`src/rtl/slave_port_if.sv`:
```
// slave_port_if: groups the serial bus signals (master <-> slave_port) and the
// parallel device request/response signals (slave_port <-> local device).
//
// Parameters:
//   ADDR_WIDTH - local address bits carried in a frame
//   DATA_WIDTH - data bits per transfer
//
// Signals:
//   swdata, smode, mvalid - serial request bit, frame mode, frame-bit valid
//   srdata, svalid        - serial read-data bit and slave valid / write ack
//   daddr, dwdata, dmode  - device request address, write data, mode
//   dvalid, dready        - device request handshake
//   drdata, drvalid       - device read data and its single-cycle qualifier
//
// Modports:
//   slave  - the slave_port view
//   master - the environment view (bus master plus local device)
interface slave_port_if #(
  parameter int unsigned ADDR_WIDTH = 12,
  parameter int unsigned DATA_WIDTH = 8
);
  logic                  swdata;
  logic                  smode;
  logic                  mvalid;
  logic                  srdata;
  logic                  svalid;
  logic [ADDR_WIDTH-1:0] daddr;
  logic [DATA_WIDTH-1:0] dwdata;
  logic                  dmode;
  logic                  dvalid;
  logic                  dready;
  logic [DATA_WIDTH-1:0] drdata;
  logic                  drvalid;

  modport slave (
    input  swdata, smode, mvalid, dready, drdata, drvalid,
    output srdata, svalid, daddr, dwdata, dmode, dvalid
  );

  modport master (
    output swdata, smode, mvalid, dready, drdata, drvalid,
    input  srdata, svalid, daddr, dwdata, dmode, dvalid
  );
endinterface

```
`src/rtl/slave_port.sv`:
```
// slave_port: slave-side endpoint of the single-bit master/slave bus.
// Deserialises a request frame (mode, address, write data; LSB first), issues
// one valid/ready request to a local device, then either returns a one-cycle
// write acknowledge or serialises the device's read data back to the master.
//
// Parameters:
//   ADDR_WIDTH     - address bits per frame
//   DATA_WIDTH     - data bits per transfer
//   TIMEOUT_CYCLES - read-response timeout (only with SLAVE_PORT_TIMEOUT_EN)
//
// Ports:
//   clk - clock, rising edge
//   rst - synchronous active-high reset
//   bus - slave_port_if.slave (serial bus and device request/response)
//
// Optional feature (macro SLAVE_PORT_TIMEOUT_EN): when defined, a read that
// sees no drvalid within TIMEOUT_CYCLES cycles of entering WAIT_RD returns
// all-ones data so the master never hangs. When undefined WAIT_RD waits forever.
module slave_port #(
  parameter int unsigned ADDR_WIDTH     = 12,
  parameter int unsigned DATA_WIDTH     = 8,
  parameter int unsigned TIMEOUT_CYCLES = 64
) (
  input logic         clk,
  input logic         rst,
  slave_port_if.slave bus
);

  localparam int unsigned MaxWidth = (ADDR_WIDTH > DATA_WIDTH) ? ADDR_WIDTH : DATA_WIDTH;
  localparam int unsigned CntWidth = $clog2(MaxWidth + 1);
  localparam logic [CntWidth-1:0] AddrLast = CntWidth'(ADDR_WIDTH - 1);
  localparam logic [CntWidth-1:0] DataLast = CntWidth'(DATA_WIDTH - 1);

  typedef enum logic [2:0] {
    StIdle,
    StRxAddr,
    StRxData,
    StReq,
    StWaitRd,
    StTxData,
    StWrAck
  } state_e;

  state_e                state_q, state_d;
  logic                  mode_q, mode_d;
  logic [ADDR_WIDTH-1:0] addr_q, addr_d;
  logic [DATA_WIDTH-1:0] wdata_q, wdata_d;
  logic [DATA_WIDTH-1:0] rdata_q, rdata_d;
  logic [CntWidth-1:0]   cnt_q, cnt_d;

  logic srdata;
  logic svalid;
  logic dvalid;

`ifdef SLAVE_PORT_TIMEOUT_EN
  localparam int unsigned TmoWidth = $clog2(TIMEOUT_CYCLES + 1);
  localparam logic [TmoWidth-1:0] TmoLast = TmoWidth'(TIMEOUT_CYCLES - 1);

  logic [TmoWidth-1:0] tmo_q, tmo_d;
`else
  logic unused_timeout;
  assign unused_timeout = ^TIMEOUT_CYCLES;
`endif

  always_comb begin
    state_d = state_q;
    mode_d  = mode_q;
    addr_d  = addr_q;
    wdata_d = wdata_q;
    rdata_d = rdata_q;
    cnt_d   = cnt_q;
    srdata  = 1'b0;
    svalid  = 1'b0;
    dvalid  = 1'b0;
`ifdef SLAVE_PORT_TIMEOUT_EN
    tmo_d   = tmo_q;
`endif

    unique case (state_q)
      StIdle: begin
        if (bus.mvalid) begin
          mode_d  = bus.smode;
          // Clear leftovers of an aborted frame while taking bit 0.
          addr_d  = ADDR_WIDTH'(bus.swdata);
          wdata_d = '0;
          if (ADDR_WIDTH == 1) begin
            cnt_d   = '0;
            state_d = bus.smode ? StRxData : StReq;
          end else begin
            cnt_d   = CntWidth'(1);
            state_d = StRxAddr;
          end
        end
      end

      StRxAddr: begin
        if (!bus.mvalid) begin
          state_d = StIdle;
        end else begin
          addr_d = addr_q | (ADDR_WIDTH'(bus.swdata) << cnt_q);
          if (cnt_q == AddrLast) begin
            cnt_d   = '0;
            state_d = mode_q ? StRxData : StReq;
          end else begin
            cnt_d = cnt_q + CntWidth'(1);
          end
        end
      end

      StRxData: begin
        if (!bus.mvalid) begin
          state_d = StIdle;
        end else begin
          wdata_d = wdata_q | (DATA_WIDTH'(bus.swdata) << cnt_q);
          if (cnt_q == DataLast) begin
            cnt_d   = '0;
            state_d = StReq;
          end else begin
            cnt_d = cnt_q + CntWidth'(1);
          end
        end
      end

      StReq: begin
        dvalid = 1'b1;
`ifdef SLAVE_PORT_TIMEOUT_EN
        tmo_d  = '0;
`endif
        if (bus.dready) begin
          state_d = mode_q ? StWrAck : StWaitRd;
        end
      end

      StWaitRd: begin
        if (bus.drvalid) begin
          rdata_d = bus.drdata;
          cnt_d   = '0;
          state_d = StTxData;
`ifdef SLAVE_PORT_TIMEOUT_EN
        end else if (tmo_q == TmoLast) begin
          rdata_d = '1;
          cnt_d   = '0;
          state_d = StTxData;
        end else begin
          tmo_d = tmo_q + TmoWidth'(1);
`endif
        end
      end

      StTxData: begin
        svalid  = 1'b1;
        srdata  = rdata_q[0];
        rdata_d = rdata_q >> 1;
        if (cnt_q == DataLast) begin
          cnt_d   = '0;
          state_d = StIdle;
        end else begin
          cnt_d = cnt_q + CntWidth'(1);
        end
      end

      StWrAck: begin
        svalid  = 1'b1;
        state_d = StIdle;
      end

      default: state_d = StIdle;
    endcase
  end

  always_ff @(posedge clk) begin
    if (rst) begin
      state_q <= StIdle;
      mode_q  <= 1'b0;
      addr_q  <= '0;
      wdata_q <= '0;
      rdata_q <= '0;
      cnt_q   <= '0;
    end else begin
      state_q <= state_d;
      mode_q  <= mode_d;
      addr_q  <= addr_d;
      wdata_q <= wdata_d;
      rdata_q <= rdata_d;
      cnt_q   <= cnt_d;
    end
  end

`ifdef SLAVE_PORT_TIMEOUT_EN
  always_ff @(posedge clk) begin
    if (rst) begin
      tmo_q <= '0;
    end else begin
      tmo_q <= tmo_d;
    end
  end
`endif

  assign bus.srdata = srdata;
  assign bus.svalid = svalid;
  assign bus.dvalid = dvalid;
  assign bus.daddr  = addr_q;
  assign bus.dwdata = wdata_q;
  assign bus.dmode  = mode_q;

endmodule

```
`src/flat_wrapper.sv`:
```
// flat-port wrapper written by rule: the top's interface ports become plain ports
module slave_port_flat 
#(
  parameter int unsigned ADDR_WIDTH     = 12,
  parameter int unsigned DATA_WIDTH     = 8,
  parameter int unsigned TIMEOUT_CYCLES = 64
)
  (clk, rst, bus_swdata, bus_smode, bus_mvalid, bus_dready, bus_drdata, bus_drvalid, bus_srdata, bus_svalid, bus_daddr, bus_dwdata, bus_dmode, bus_dvalid);
  slave_port_if #(.ADDR_WIDTH(ADDR_WIDTH), .DATA_WIDTH(DATA_WIDTH)) bus_i ();
  input logic clk;
  input logic rst;
  input wire logic [$bits(bus_i.swdata)-1:0] bus_swdata;
  input wire logic [$bits(bus_i.smode)-1:0] bus_smode;
  input wire logic [$bits(bus_i.mvalid)-1:0] bus_mvalid;
  input wire logic [$bits(bus_i.dready)-1:0] bus_dready;
  input wire logic [$bits(bus_i.drdata)-1:0] bus_drdata;
  input wire logic [$bits(bus_i.drvalid)-1:0] bus_drvalid;
  output wire logic [$bits(bus_i.srdata)-1:0] bus_srdata;
  output wire logic [$bits(bus_i.svalid)-1:0] bus_svalid;
  output wire logic [$bits(bus_i.daddr)-1:0] bus_daddr;
  output wire logic [$bits(bus_i.dwdata)-1:0] bus_dwdata;
  output wire logic [$bits(bus_i.dmode)-1:0] bus_dmode;
  output wire logic [$bits(bus_i.dvalid)-1:0] bus_dvalid;
  assign bus_i.swdata = bus_swdata;
  assign bus_i.smode = bus_smode;
  assign bus_i.mvalid = bus_mvalid;
  assign bus_i.dready = bus_dready;
  assign bus_i.drdata = bus_drdata;
  assign bus_i.drvalid = bus_drvalid;
  assign bus_srdata = bus_i.srdata;
  assign bus_svalid = bus_i.svalid;
  assign bus_daddr = bus_i.daddr;
  assign bus_dwdata = bus_i.dwdata;
  assign bus_dmode = bus_i.dmode;
  assign bus_dvalid = bus_i.dvalid;
  slave_port #(.ADDR_WIDTH(ADDR_WIDTH), .DATA_WIDTH(DATA_WIDTH), .TIMEOUT_CYCLES(TIMEOUT_CYCLES)) u_core (.clk(clk), .rst(rst), .bus(bus_i));
endmodule
```
`config.mk`:
```
export PLATFORM = sky130hd
export DESIGN_NAME = slave_port_flat
export DESIGN_NICKNAME = d
export VERILOG_FILES = /design/src/rtl/slave_port_if.sv /design/src/rtl/slave_port.sv /design/src/flat_wrapper.sv
export SDC_FILE = /design/constraint.sdc
export NUM_CORES = 1
export LEC_CHECK = 0
export BUFFER_PORTS_ARGS = -buffer_cell sky130_fd_sc_hd__clkbuf_2
export CORE_UTILIZATION = 40
export CTS_BUF_LIST = sky130_fd_sc_hd__clkbuf_16
export DETAILED_ROUTE_END_ITERATION = 12
export PLACE_DENSITY = 0.67
export REMOVE_ABC_BUFFERS = 1
export SYNTH_ARGS = -nofsm -noshare
export SYNTH_HDL_FRONTEND = slang
export SYNTH_SLANG_ARGS = --single-unit
```
`constraint.sdc`:
```
create_clock -name clk -period 2.7 [get_ports clk]
set_input_delay 0.27 -clock clk [delete_from_list [all_inputs] [get_ports clk]]
set_output_delay 0.27 -clock clk [all_outputs]
set_load 0.01 [all_outputs]
```
# After elaboration in Yosys (flattened, before gate mapping)
# Cells that the tools add are included.
[totals] reg_bits=36 latch_bits=0 mem_bits_rw=0 mem_bits_ro=0 inputBits=15 output_inout_bits=24 wordCells=68 mem_count=0
[classes] n_addsub=1 multipliers=0 div_mod_pow=0 magnitude_cmp=0 eq_ne=16 shifts=2 muxes=29 n_bitwise=2 reduce_logical=12
[ops] op="$pmux 8 s2" n=2
[ops] op="$mux 12" n=2
[ops] op="$mux 3" n=8
[ops] op="$mux 4" n=6
[ops] op="$mux 8" n=3
[ops] op="$pmux 12 s2" n=1
[ops] op="$pmux 4 s5" n=1
[ops] op="$pmux 3 s6" n=1
[ops] op="$or 12x12->12" n=1
[ops] op="$shl 1x4->12" n=1
[ops] op="$ne 2x2->1 const B" n=5
[ops] op="$eq 3x3->1 const B" n=3
[ops] op="$or 8x8->8" n=1
[ops] op="$shl 1x4->8" n=1
[ops] op="$eq 3x2->1 const B" n=2
[ops] op="$ne 3x2->1 const B" n=2
[ops] op="$reduce_and 3->1" n=2
[ops] op="$reduce_and 6->1" n=1
[ops] op="$reduce_bool 2->1" n=3
[ops] op="$reduce_and 5->1" n=1
[ops] op="$reduce_bool 5->1" n=1
[ops] op="$add 4x1->4 const B" n=1
[ops] op="$eq 4x3->1 const B" n=1
[ops] op="$eq 4x4->1 const B" n=1
[ops] op="7 further kinds" n=11

# Depth between registers and ports, before layout
[depth] word_depth=4 depth_mapped=7 ltp_nobuf=5

# Worst setup path before layout
# Ideal clock, no wire load.
[synth_timing] path_type="register to register" start="register u_core.state_q[0]" end="register u_core.state_q[0]" setup_ns=0.136 t_arrival_ns=1.406 t_required_ns=2.564 setup_slack_ns=1.158 stages_incl_launch_ff=6 n_path_buf=2 synth_period_minus_slack_ns=1.542 path_cell_list="dfxtp_1 buf_2 buf_2 or4b_2 nand3_1 a221oi_2"
[synth_between] elab_chain_cells=3 word_cells_on_any_way=14 classes_between="eq/ne (11); mux (1); reduce/logical (2)"
[synth_rtl] item="from (decl)" line_no="slave_port.sv:44" text="state_e state_q, state_d;"
[synth_rtl] item="from (signal assigned)" line_no="slave_port.sv:173" text="state_q <= StIdle;"
[synth_rtl] item="from (signal assigned)" line_no="slave_port.sv:180" text="state_q <= state_d;"
[synth_rtl] item="$eq 3x2->1, or another cell as far along" line_no="slave_port.sv:79" text="unique case (state_q)"
[synth_rtl] item="$ne 3x2->1 (no line), or another cell as far along"
[synth_rtl] item="$reduce_and 6->1 (no line)"
# Several ways; a longest one is shown, not always the timed one.
# A chain may end at the register's enable or synchronous reset.

# Worst setup path in the final report
[layout_timing] start="register u_core.state_q[1]" end="output port bus_dvalid"
[layout_between] elab_chain_cells=2
[layout_rtl] item="$eq 3x2->1" line_no="slave_port.sv:79"
[layout_rtl] item="$mux 1" line_no="slave_port.sv:79"
[layout_rtl] item="to (decl)" line_no="flat_wrapper.sv:23" text="output wire logic [$bits(bus_i.dvalid)-1:0] bus_dvalid;"
# Every way passes these cells.

==> results.md <==
* Status: completed
* Synth Area in Simple Gates at 0.272
* ANT cells at 0
* Largest cells by area after synthesis: dfxtp_1 (42%), a21oi_1 (9.4%), nor2_1 (7.3%)
* XOR/XNOR share of the synthesized area at 0.00515
* Yosys top cell area share at 0.424
* Largest net degree at the start of global routing at 24
* DR DRC count at 0
* Reg-to-reg endpoint: u_core.state_q[0]
* Detail Placement HPWL at 2.76 mm
* Horiz. Die Dim at 67.2 um
* Worst Hold Depth at 3
* Full die area at 4520 um^2
* Max clock buf depth at 2
* Crit path largest cell delay at 0.76 ns
* Vias in the first global route at 1329
* Post-synthesis adder-cell area fraction at 0.00736
* Setup-failing EPs final at 0
* Vias at 1563
* Commonest cells in the netlist: dfxtp_1 (36), nor2_1 (33), a21oi_1 (32)
* Crit-path max FO at 23
* Sequential element share of the synthesized area at 0.424
* Clock Skew at 0.00372 ns
* Synth warn at 0
* CP Launch Type: flop
* Max-Cap Viols at 0
* IO Pins at 39
* Worst-path clk slew at 0.05 ns
* Power Density at 679 nW/um^2
* Hold Crit Class: input port to flop
* DR WL/cell at 14.2 um
* Final Cycle Share at 0.734
* Worst EP required at 2.43 ns
* R2R setup slack at 0.79 ns
* Slowest cell on crit path: dfxtp_1
* PostCTS Resize Cnt at 0
* Layout cell share with drive strength beyond 1 at 0.226
* Vias per cell at 5.48
* Hold Path Origin: bus_drdata[7]
* Std-Cell Rows at 23
* Clk_lat worst skew at 0.28 ns
* Leading area contributor after synthesis: dfxtp_1
* Layout area overhead at 20.1%
* CTS Sinks at 36
* Largest family of logic cells by synthesized area: simple AND/OR/NAND/NOR gates
* Worst slew pin tran at 0.691 ns
* Setup TNS at 0 ns
* Most frequent cell after synthesis: dfxtp_1
* Core Footprint at 4030 um^2
* Htree depth at 2
* Main synth FF type: dfxtp_1
* CP Cell Sequence: inv_1 > nor3_1 > clkbuf_2
* FMAX at 0.505 GHz
* Rel. slew slack at 0.538
* WHS at 0.211 ns
* GPL Wtd Cong at 0.767
* Post-synth EDFFs at 0
* Asr flop ratio synth at 0
* FF-to-FF path depth at 4
* IO Port Bufs at 38
* Cells after synthesis at 200
* LEAKAGE at 0.000841 uW
* Final WL at 4.05 mm
* Max-slew violations at 0
* Remaining antenna violation count at 0
* Final Hold Vio Count at 0
* Syn avg cell area at 8.50 um^2
* NumNets Final at 250
* RSZ-0062 raised after global routing: false
* Die height at 67.2 um
* First-pass GRT wire length at 6.07 mm
* Worst Hold End: u_core.rdata_q[7]
* CTS root buffer: clkbuf_16
* Drt first-iter violations at 122
* Setup Crit Path Kind: flop to output port
* Launch point of the worst reg-to-reg path: u_core.state_q[1]
* Gr usage total at 0.179
* # hold bufs at CTS at 0
* Compound-Gate Fraction of Synth Area at 0.216
* Max VDD drop at 0.410 mV
* Overflow after GRT at 0
* Post-CTS Setup Repair Bufs at 0
* Post-synth cell types at 45
* TritonCTS buffer count at 5
* Share of synthesized area spent on multiplexers at 0.0177
* CTS tree: built
* Initial antenna violation count at 0
* Footprint of the multi-input gates at 882 um^2
* Data arrival, critical path at 1.71 ns
* Starting Density at 0.422
* Syn Std Cell Area at 1700 um^2
* #FFs+latches synth at 36
* Sequential cell area at 721 um^2
* Setup crit end kind: output port
* Filler instances at 408
* Tmin final at 1.98 ns
* DRT Pass-1 Iters at 4
## registers in the layout, summed over array words and instances, names as in the netlist
| name | flops |
|---|---|
| u_core.bus.daddr | 12 |
| u_core.bus.dmode | 1 |
| u_core.bus.dwdata | 8 |
| u_core.state_q | 3 |
| u_core.cnt_q | 4 |
| u_core.rdata_q | 8 |
## how the worst max path moves through the flow
stage | from | endpoint | cells past startpoint
global placement | u_core.state_q[1] | u_core.state_q[0] | 4
floorplan | u_core.state_q[1] | u_core.state_q[0] | 4
global route | u_core.state_q[1] | bus_dvalid | 3
detailed placement | u_core.state_q[1] | u_core.state_q[0] | 4
finish | u_core.state_q[1] | bus_dvalid | 3
CTS | u_core.state_q[1] | bus_dvalid | 3
## cell type report
cell class | count | share of cell area
repair buffers | 38 | 0.0931
well taps | 50 | 0.0306
multi-input cells | 147 | 0.432
flip-flops and latches | 36 | 0.353
clock inverters | 3 | 0.0190
inverters | 6 | 0.0110
clock buffers | 5 | 0.0613
## through the flow
stage	util	cell area, um^2	power, uW	worst slack, ns	std cells
5_1_grt	0.507	2040	1430	0.598	285
2_1_floorplan	-	1630	696	1.01	189
3_5_place_dp	0.466	1880	753	0.817	277
4_1_cts	0.507	2040	1400	0.739	285
6_report	0.507	2040	1390	0.719	285
3_3_place_gp	0.466	1880	749	0.860	277
## cells in the final DEF (no fill, tap or decap), types with 6 or more instances in the layout
cell,netlist,layout
clkbuf_2,0,38
nor2_1,33,33
inv_1,6,7
nor3_1,6,6
nand2b_1,8,8
a21oi_1,32,32
dfxtp_1,36,36
nand2_1,8,8
nor4_1,6,6
## kinds of logic after synthesis
kind of cell,count (synthesis)
adder cells (fa/ha/maj),1
multiplexers,3
buffers and inverters,17
AND/OR/NAND/NOR,85
flip-flops,36
AO/OA/AOI/OAI,57
XOR/XNOR,1
## power breakdown
group / switching (uW) / internal [uW] / total [uW] / leakage, uW
sequential: 34.6 / 547 / 582 / 0.000291
combinational: 92.9 / 70.3 / 163 / 0.000465
clock: 212 / 430 / 642 / 0.0000850
## critical path, delay by kind of cell, from the launching register on
family,cells,cell delay (ns)
buffers and inverters,2,0.40
flip-flops,1,0.76
AND/OR/NAND/NOR,1,0.27
## routing by layer
layer,vias to the layer above,wire length [um],track usage
li1,789,-,-
met1,722,1920,0.236
met2,46,1850,0.276
met3,6,226,0.0473
met4,0,56,0.0718
met5,-,0,0
Power figures use the tool's default switching activity.
